### src/rtl/ac_motor_vector_timing_pkg.sv
// ----------------------------------------------------------------------------
// ac_motor_vector_timing_pkg
// Shared definitions for the space-vector dwell sequencer.
//   seg_e      : segment encoding within one PWM period
//                (ZERO_A, VEC1, VEC2, ZERO_B).
//   SECTOR_MAX : highest legal sector number; 6 and 7 are treated as errors.
//   CNT_W      : width of period counter and dwell values (PERIOD <= 4095).
//   seg_to_u   : one-hot {U_2, U_1, U_0} for a segment.
// ----------------------------------------------------------------------------
package ac_motor_vector_timing_pkg;

    typedef enum logic [1:0] {
        SEG_ZERO_A = 2'd0,
        SEG_VEC1   = 2'd1,
        SEG_VEC2   = 2'd2,
        SEG_ZERO_B = 2'd3
    } seg_e;

    localparam logic [2:0] SECTOR_MAX = 3'd5;
    localparam int         CNT_W      = 12;

    // Both zero segments drive the zero vector.
    function automatic logic [2:0] seg_to_u(input seg_e seg);
        logic [2:0] u;
        u = 3'b001;
        case (seg)
            SEG_VEC1: u = 3'b010;
            SEG_VEC2: u = 3'b100;
            default:  u = 3'b001;
        endcase
        return u;
    endfunction

endpackage

### src/rtl/ac_motor_dwell_clamp.sv
// ----------------------------------------------------------------------------
// ac_motor_dwell_clamp
// Combinational clamp of a dwell pair against the PWM period, plus the
// zero-vector time and its leading half.
//   t1_i, t2_i : requested dwells of the first/second adjacent vector
//   t1a_o      : min(t1, PERIOD)
//   t2a_o      : min(t2, PERIOD - t1a)
//   t0_o       : PERIOD - t1a - t2a
//   a_o        : t0 >> 1 (leading zero segment; odd cycle goes to the tail)
//   sat_o      : either dwell was reduced
// ----------------------------------------------------------------------------
module ac_motor_dwell_clamp
    import ac_motor_vector_timing_pkg::*;
#(
    parameter int PERIOD = 1000,
    parameter int TW     = 12
) (
    input  logic [TW-1:0]    t1_i,
    input  logic [TW-1:0]    t2_i,
    output logic [CNT_W-1:0] t1a_o,
    output logic [CNT_W-1:0] t2a_o,
    output logic [CNT_W-1:0] t0_o,
    output logic [CNT_W-1:0] a_o,
    output logic             sat_o
);

    // Compare at the wider of the input and counter widths so that large
    // requests are never truncated before being clamped.
    localparam int         W = (TW > CNT_W) ? TW : CNT_W;
    localparam logic [W-1:0] P = W'(PERIOD);

    logic [W-1:0] t1w;
    logic [W-1:0] t2w;
    logic [W-1:0] t1a;
    logic [W-1:0] rem;
    logic [W-1:0] t2a;
    logic [W-1:0] t0;

    always_comb begin
        t1w   = W'(t1_i);
        t2w   = W'(t2_i);
        t1a   = (t1w > P) ? P : t1w;
        rem   = P - t1a;
        t2a   = (t2w > rem) ? rem : t2w;
        t0    = rem - t2a;
        sat_o = (t1w > P) || (t2w > rem);
        t1a_o = CNT_W'(t1a);
        t2a_o = CNT_W'(t2a);
        t0_o  = CNT_W'(t0);
        a_o   = CNT_W'(t0 >> 1);
    end

endmodule

### src/rtl/ac_motor_vector_timing.sv
// ----------------------------------------------------------------------------
// ac_motor_vector_timing
// Space-vector PWM dwell sequencer. A free-running counter defines a period
// of PERIOD cycles; each period plays ZERO_A, VEC1, VEC2, ZERO_B from the
// active {sector, T1, T2} set. New sets enter a one-entry shadow register and
// become active at the next counter wrap.
//   CLK, RST             : clock, synchronous active-high reset
//   IN_VALID / IN_READY  : set offer; accepted on IN_VALID && IN_READY.
//                          IN_READY is high while the shadow is empty and
//                          RST is low.
//   IN_SECTOR, IN_T1/T2  : offered sector and dwell times (cycles)
//   SECTOR               : active sector (0 for illegal sectors)
//   U_0, U_1, U_2        : one-hot zero / first / second vector select
//   PERIOD_START         : pulse on the first output cycle of each period
//   SAT, SECT_ERR        : active set was clamped / had sector 6 or 7
// All outputs except IN_READY are registered; the output seen after the
// clock edge at counter value k is the segment for position k.
// ----------------------------------------------------------------------------
module ac_motor_vector_timing
    import ac_motor_vector_timing_pkg::*;
#(
    parameter int PERIOD = 1000,
    parameter int TW     = 12
) (
    input  logic          CLK,
    input  logic          RST,
    input  logic          IN_VALID,
    output logic          IN_READY,
    input  logic [2:0]    IN_SECTOR,
    input  logic [TW-1:0] IN_T1,
    input  logic [TW-1:0] IN_T2,
    output logic [2:0]    SECTOR,
    output logic          U_0,
    output logic          U_1,
    output logic          U_2,
    output logic          PERIOD_START,
    output logic          SAT,
    output logic          SECT_ERR
);

    localparam logic [CNT_W-1:0] LAST = CNT_W'(PERIOD - 1);

    logic [CNT_W-1:0] cnt_q, cnt_d;
    logic             sh_full_q, sh_full_d;
    logic [2:0]       sh_sector_q, sh_sector_d;
    logic [TW-1:0]    sh_t1_q, sh_t1_d;
    logic [TW-1:0]    sh_t2_q, sh_t2_d;
    logic [2:0]       act_sector_q, act_sector_d;
    logic [TW-1:0]    act_t1_q, act_t1_d;
    logic [TW-1:0]    act_t2_q, act_t2_d;
    logic [2:0]       u_q, u_d;
    logic             pstart_q, pstart_d;
    logic [2:0]       sector_q, sector_d;
    logic             sat_q, sat_d;
    logic             err_q, err_d;

    logic             start;
    logic             load;
    logic             accept;
    logic             in_ready;
    logic [2:0]       cur_sector;
    logic [TW-1:0]    cur_t1;
    logic [TW-1:0]    cur_t2;
    logic             cur_err;
    logic [CNT_W-1:0] t1a, t2a, t0, a;
    logic             sat;
    logic [CNT_W-1:0] b2, b3;
    seg_e             seg;

    // The set that governs the current period: at the wrap cycle a full
    // shadow takes effect immediately so its first output cycle lines up
    // with PERIOD_START.
    assign start      = (cnt_q == '0);
    assign load       = start && sh_full_q;
    assign cur_sector = load ? sh_sector_q : act_sector_q;
    assign cur_t1     = load ? sh_t1_q : act_t1_q;
    assign cur_t2     = load ? sh_t2_q : act_t2_q;
    assign cur_err    = (cur_sector > SECTOR_MAX);

    // Accept only into an empty shadow; a set accepted in the wrap cycle
    // therefore waits a full period (no bypass to the active set).
    assign in_ready   = !sh_full_q && !RST;
    assign accept     = IN_VALID && in_ready;
    assign IN_READY   = in_ready;

    ac_motor_dwell_clamp #(
        .PERIOD (PERIOD),
        .TW     (TW)
    ) u_clamp (
        .t1_i  (cur_t1),
        .t2_i  (cur_t2),
        .t1a_o (t1a),
        .t2a_o (t2a),
        .t0_o  (t0),
        .a_o   (a),
        .sat_o (sat)
    );

    // Segment boundaries; zero-length segments collapse naturally because
    // consecutive boundaries are then equal. t0 only feeds the tail segment
    // implicitly (everything past b3).
    assign b2 = a + t1a;
    assign b3 = b2 + t2a;

    always_comb begin
        seg          = SEG_ZERO_A;
        cnt_d        = (cnt_q == LAST) ? '0 : cnt_q + CNT_W'(1);
        sh_full_d    = sh_full_q;
        sh_sector_d  = sh_sector_q;
        sh_t1_d      = sh_t1_q;
        sh_t2_d      = sh_t2_q;
        act_sector_d = cur_sector;
        act_t1_d     = cur_t1;
        act_t2_d     = cur_t2;
        sector_d     = sector_q;
        sat_d        = sat_q;
        err_d        = err_q;
        pstart_d     = start;

        if (load) begin
            sh_full_d = 1'b0;
        end
        if (accept) begin
            sh_full_d   = 1'b1;
            sh_sector_d = IN_SECTOR;
            sh_t1_d     = IN_T1;
            sh_t2_d     = IN_T2;
        end

        if (cur_err) begin
            seg = SEG_ZERO_A;
        end else if (cnt_q < a) begin
            seg = SEG_ZERO_A;
        end else if (cnt_q < b2) begin
            seg = SEG_VEC1;
        end else if (cnt_q < b3) begin
            seg = SEG_VEC2;
        end else begin
            seg = SEG_ZERO_B;
        end
        u_d = seg_to_u(seg);

        // Status outputs only move at the period boundary.
        if (start) begin
            sector_d = cur_err ? 3'd0 : cur_sector;
            sat_d    = sat;
            err_d    = cur_err;
        end
    end

    always_ff @(posedge CLK) begin
        if (RST) begin
            cnt_q        <= '0;
            sh_full_q    <= 1'b0;
            sh_sector_q  <= '0;
            sh_t1_q      <= '0;
            sh_t2_q      <= '0;
            act_sector_q <= '0;
            act_t1_q     <= '0;
            act_t2_q     <= '0;
            u_q          <= 3'b001;
            pstart_q     <= 1'b0;
            sector_q     <= '0;
            sat_q        <= 1'b0;
            err_q        <= 1'b0;
        end else begin
            cnt_q        <= cnt_d;
            sh_full_q    <= sh_full_d;
            sh_sector_q  <= sh_sector_d;
            sh_t1_q      <= sh_t1_d;
            sh_t2_q      <= sh_t2_d;
            act_sector_q <= act_sector_d;
            act_t1_q     <= act_t1_d;
            act_t2_q     <= act_t2_d;
            u_q          <= u_d;
            pstart_q     <= pstart_d;
            sector_q     <= sector_d;
            sat_q        <= sat_d;
            err_q        <= err_d;
        end
    end

    assign U_0          = u_q[0];
    assign U_1          = u_q[1];
    assign U_2          = u_q[2];
    assign PERIOD_START = pstart_q;
    assign SECTOR       = sector_q;
    assign SAT          = sat_q;
    assign SECT_ERR     = err_q;

endmodule

### config.mk
export PLATFORM = sky130hd
export DESIGN_NAME = ac_motor_vector_timing
export DESIGN_NICKNAME = d
export VERILOG_FILES = /design/src/rtl/ac_motor_vector_timing_pkg.sv /design/src/rtl/ac_motor_dwell_clamp.sv /design/src/rtl/ac_motor_vector_timing.sv
export SDC_FILE = /design/constraint.sdc
export NUM_CORES = 1
export LEC_CHECK = 0
export CORE_MARGIN = 4
export CORE_UTILIZATION = 46
export DETAILED_ROUTE_END_ITERATION = 7
export PLACE_DENSITY = 0.73
export SLEW_MARGIN = 5
export SYNTH_ARGS = -nofsm -noshare
export SYNTH_HDL_FRONTEND = slang
export SYNTH_SLANG_ARGS = --single-unit
### constraint.sdc
create_clock -name CLK -period 22.3 [get_ports CLK]
set_clock_uncertainty 0.2 [all_clocks]
set_input_delay 4.46 -clock CLK [delete_from_list [all_inputs] [get_ports CLK]]
set_output_delay 4.46 -clock CLK [all_outputs]
set_load 0.02 [all_outputs]
==> metrics.md <==
| Metric | Value |
|---|---|
| Status | completed |
| First-pass GRT wire length | 29300 um |
| Area grow syn2layout | 12.3% |
| Largest cells by area after synthesis | dfxtp_1, ha_1, nand2_1, mux2i_1, nand2b_1 |
| Startpoint Class | flop |
| Synthesized Nets | 982 |
| Post-synth EDFFs | 0 |
| Number of port buffers | 39 |
| Routed Wire Length | 17600 um |
| Sw Share | 0.400 |
| Fmax | 0.0874 GHz |
| Largest net degree at the start of global routing | 69 |
| Register area share after synthesis | 0.225 |
| Unrepaired setup endpoints after global routing | no |
| Per-cell routed wire length | 16.1 um |
| WS Path Type | flop to flop |
| VDD IR max | 37.4 uV |
| Max incr delay on CP | 590 ps |
| Vias in the first global route | 5810 |
| Pre-CTS WS | 11020 ps |
| Sequential Power Share | 0.252 |
| Post-CTS Setup Bufs | 0 |
| Top-area cell type share of the netlist area | 0.225 |
| Initial DRT Pass Iterations | 5 |
| Initial antenna violation count | 0 |
| Final-report setup violation count | 0 |
| Sink Count | 76 |
| Worst hold path class | flop to flop |
| Asr flop ratio synth | 0 |
| Starting density of the core | 0.467 |
| Post-synth top flop | dfxtp_1 |
| Starting DRT DRC Count | 553 |
| Final Hold Vio Count | 0 |
| Die area | 16700 sq um |
| Max-Cap Viols | 0 |
| Crit-path max FO | 24 |
| Synth Warn # | 0 |
| Period utilisation layout | 0.513 |
| Gr ovfl total | 0 |
| Clock Pin Slew Worst Setup and Hold Paths | 60 ps |
| Die width | 129 um |
| Top layer in use | met4 |
| WL met2 | 7830 um |
| Sum Neg Setup Slack | 0 ps |
| Cell accounting for the most synthesized area | dfxtp_1 |
| Final WS setup | 10850 ps |
| Top-count cell post-synth | nand2_1 |
| GR Util All Layers | 0.217 |
| Antenna viol nets, final | 0 |
| Cell Area, Synth | 6760 sq um |
| Clock power frac | 0.264 |
| Met3 wire length | 1110 um |
| Cts repair resizes | 0 |
| Power Internal | 356 uW |
| Post-Syn Instances | 884 |
| TritonCTS buffer count | 9 |
| Hold_buf cts | 0 |
| IO Count | 40 |
| Slew headroom | 0.383 |
| WP data required | 22330 ps |
| DP HPWL | 13600 um |
| Met1 WL | 8360 um |
| DRC | 0 |
| CP Capture Type | flop |
| PD cells | 78.1 nW/um^2 |
| Num rows | 44 |
| P_sw | 237 uW |
| Slew Limit Fails | 0 |
| Synth cell types | 75 |
| Yosys reg bits | 76 |
| Core area | 14500 sq um |
| Root Buffer | clkbuf_16 |
| Drt via density | 5.78 |
| Min Tclk post-route | 11450 ps |
| Comb pwr share | 0.484 |
| Max clock buf depth | 2 |
| H-tree depth | 3 |
| # fillers | 1376 |
| Via count | 6333 |
| TritonCTS clock tree | built |
| Die Y | 129 um |
| Worst path slowest cell | mux2i_1 |
| Syn Area/Cell | 7.65 sq um |
| Hold_ws | 263 ps |
| Slew @ Worst Pin | 899 ps |
| Leakage | 0.00344 uW |
| GPL Wtd Cong | 0.963 |
| Share of cells above drive strength 1 | 0.0593 |
| Worst EP arrival | 11480 ps |
| Final nets | 1004 |
| Clock latency at the later pin of the worst-skew pair | 350 ps |
| Diodes inserted | 0 |
| Most numerous cell on the critical path | ha_1 |
| Post-synth top cells | nand2_1, nor2_1, dfxtp_1 |
-- power by group through the flow --
stage | Clock [uW] | Sequential (uW) | Combinational, uW
5_1_grt | 166 | 151 | 324
6_report | 156 | 150 | 287
2_1_floorplan | 0 | 150 | 222
3_5_place_dp | 0 | 153 | 283
4_1_cts | 161 | 150 | 286
3_3_place_gp | 0 | 153 | 277
-- per-stage QoR --
stage	std cells	power (uW)	utilization	cell area, sq um
finish	1095	593	0.525	7600
global route	1095	640	0.525	7600
CTS	1095	596	0.525	7600
detailed placement	1079	435	0.503	7280
global placement	1079	430	0.503	7280
floorplan	884	372	-	6760
-- registers in the layout, summed over array words and instances (netlist names), 3 cells and up --
signal and count:
SECTOR 3, act_sector_q 3, act_t1_q 12, act_t2_q 12
cnt_q 12, sh_sector_q 3, sh_t1_q 12, sh_t2_q 12
u_q 3
-- cell usage in the layout, fill, tap and decap left out, types with 11 or more instances in the layout --
cell / instances
nand3_1: 27
xnor2_1: 29
or3_1: 12
nor2_1: 78
and2_1: 11
mux2i_1: 32
a21o_1: 13
a21oi_1: 53
ha_1: 65
inv_1: 48
o21ai_0: 61
nor2b_1: 14
nand2b_1: 51
clkdlybuf4s50_1: 38
nand2_1: 96
dfxtp_1: 76
xor2_1: 17
o211ai_1: 13
-- layout make-up --
cell class / count / area, sq um / area share
multi-input cells: 725 / 4910 / 0.647
inverters: 48 / 180 / 0.0237
flip-flops and latches: 76 / 1520 / 0.200
well taps: 184 / 230 / 0.0303
repair buffers: 46 / 438 / 0.0577
clock buffers: 9 / 225 / 0.0296
clock inverters: 7 / 90.1 / 0.0119
-- worst paths after layout --
check / slack, ps / start / endpoint / depth (start not counted)
setup reg to reg: 10850 / cnt_q[0]$_SDFF_PP0_ / u_q[0]$_SDFF_PP1_ / 45
hold reg to reg: 260 / act_sector_q[0]$_SDFF_PP0_ / act_sector_q[0]$_SDFF_PP0_ / 2
hold / removal: 260 / act_sector_q[0]$_SDFF_PP0_ / act_sector_q[0]$_SDFF_PP0_ / 2
setup / recovery: 10850 / cnt_q[0]$_SDFF_PP0_ / u_q[0]$_SDFF_PP1_ / 45
-- kinds of logic (layout without fill, tap and decap cells) --
family,count (synthesis),in the layout,share of synthesized area
adders and majority gates,73,73,0.137
xor gates and xnor gates,47,47,0.0637
other,2,2,0.00111
and+or+nand+nor,351,351,0.263
DFF,76,76,0.225
muxes,35,35,0.0524
buffers and inverters,83,110,0.0487
AOI/OAI and AO/OA,217,217,0.210
-- worst max-delay path, delay by kind of cell, from the launching register on --
| family | cells | cell delay [ps] |
|---|---|---|
| muxes | 1 | 590 |
| xor gates and xnor gates | 1 | 190 |
| AOI/OAI and AO/OA | 19 | 4050 |
| buffers and inverters | 4 | 670 |
| and+or+nand+nor | 10 | 2280 |
| DFF | 1 | 330 |
| adders and majority gates | 10 | 3000 |
-- per-layer routing --
metal  GRT usage  up-vias
li1            -     3177
met1       0.307     2916
met2       0.344      214
met3      0.0309       26
met4      0.0605        0
met5           0        -
No activity file was read; power rests on OpenSTA's default activity.
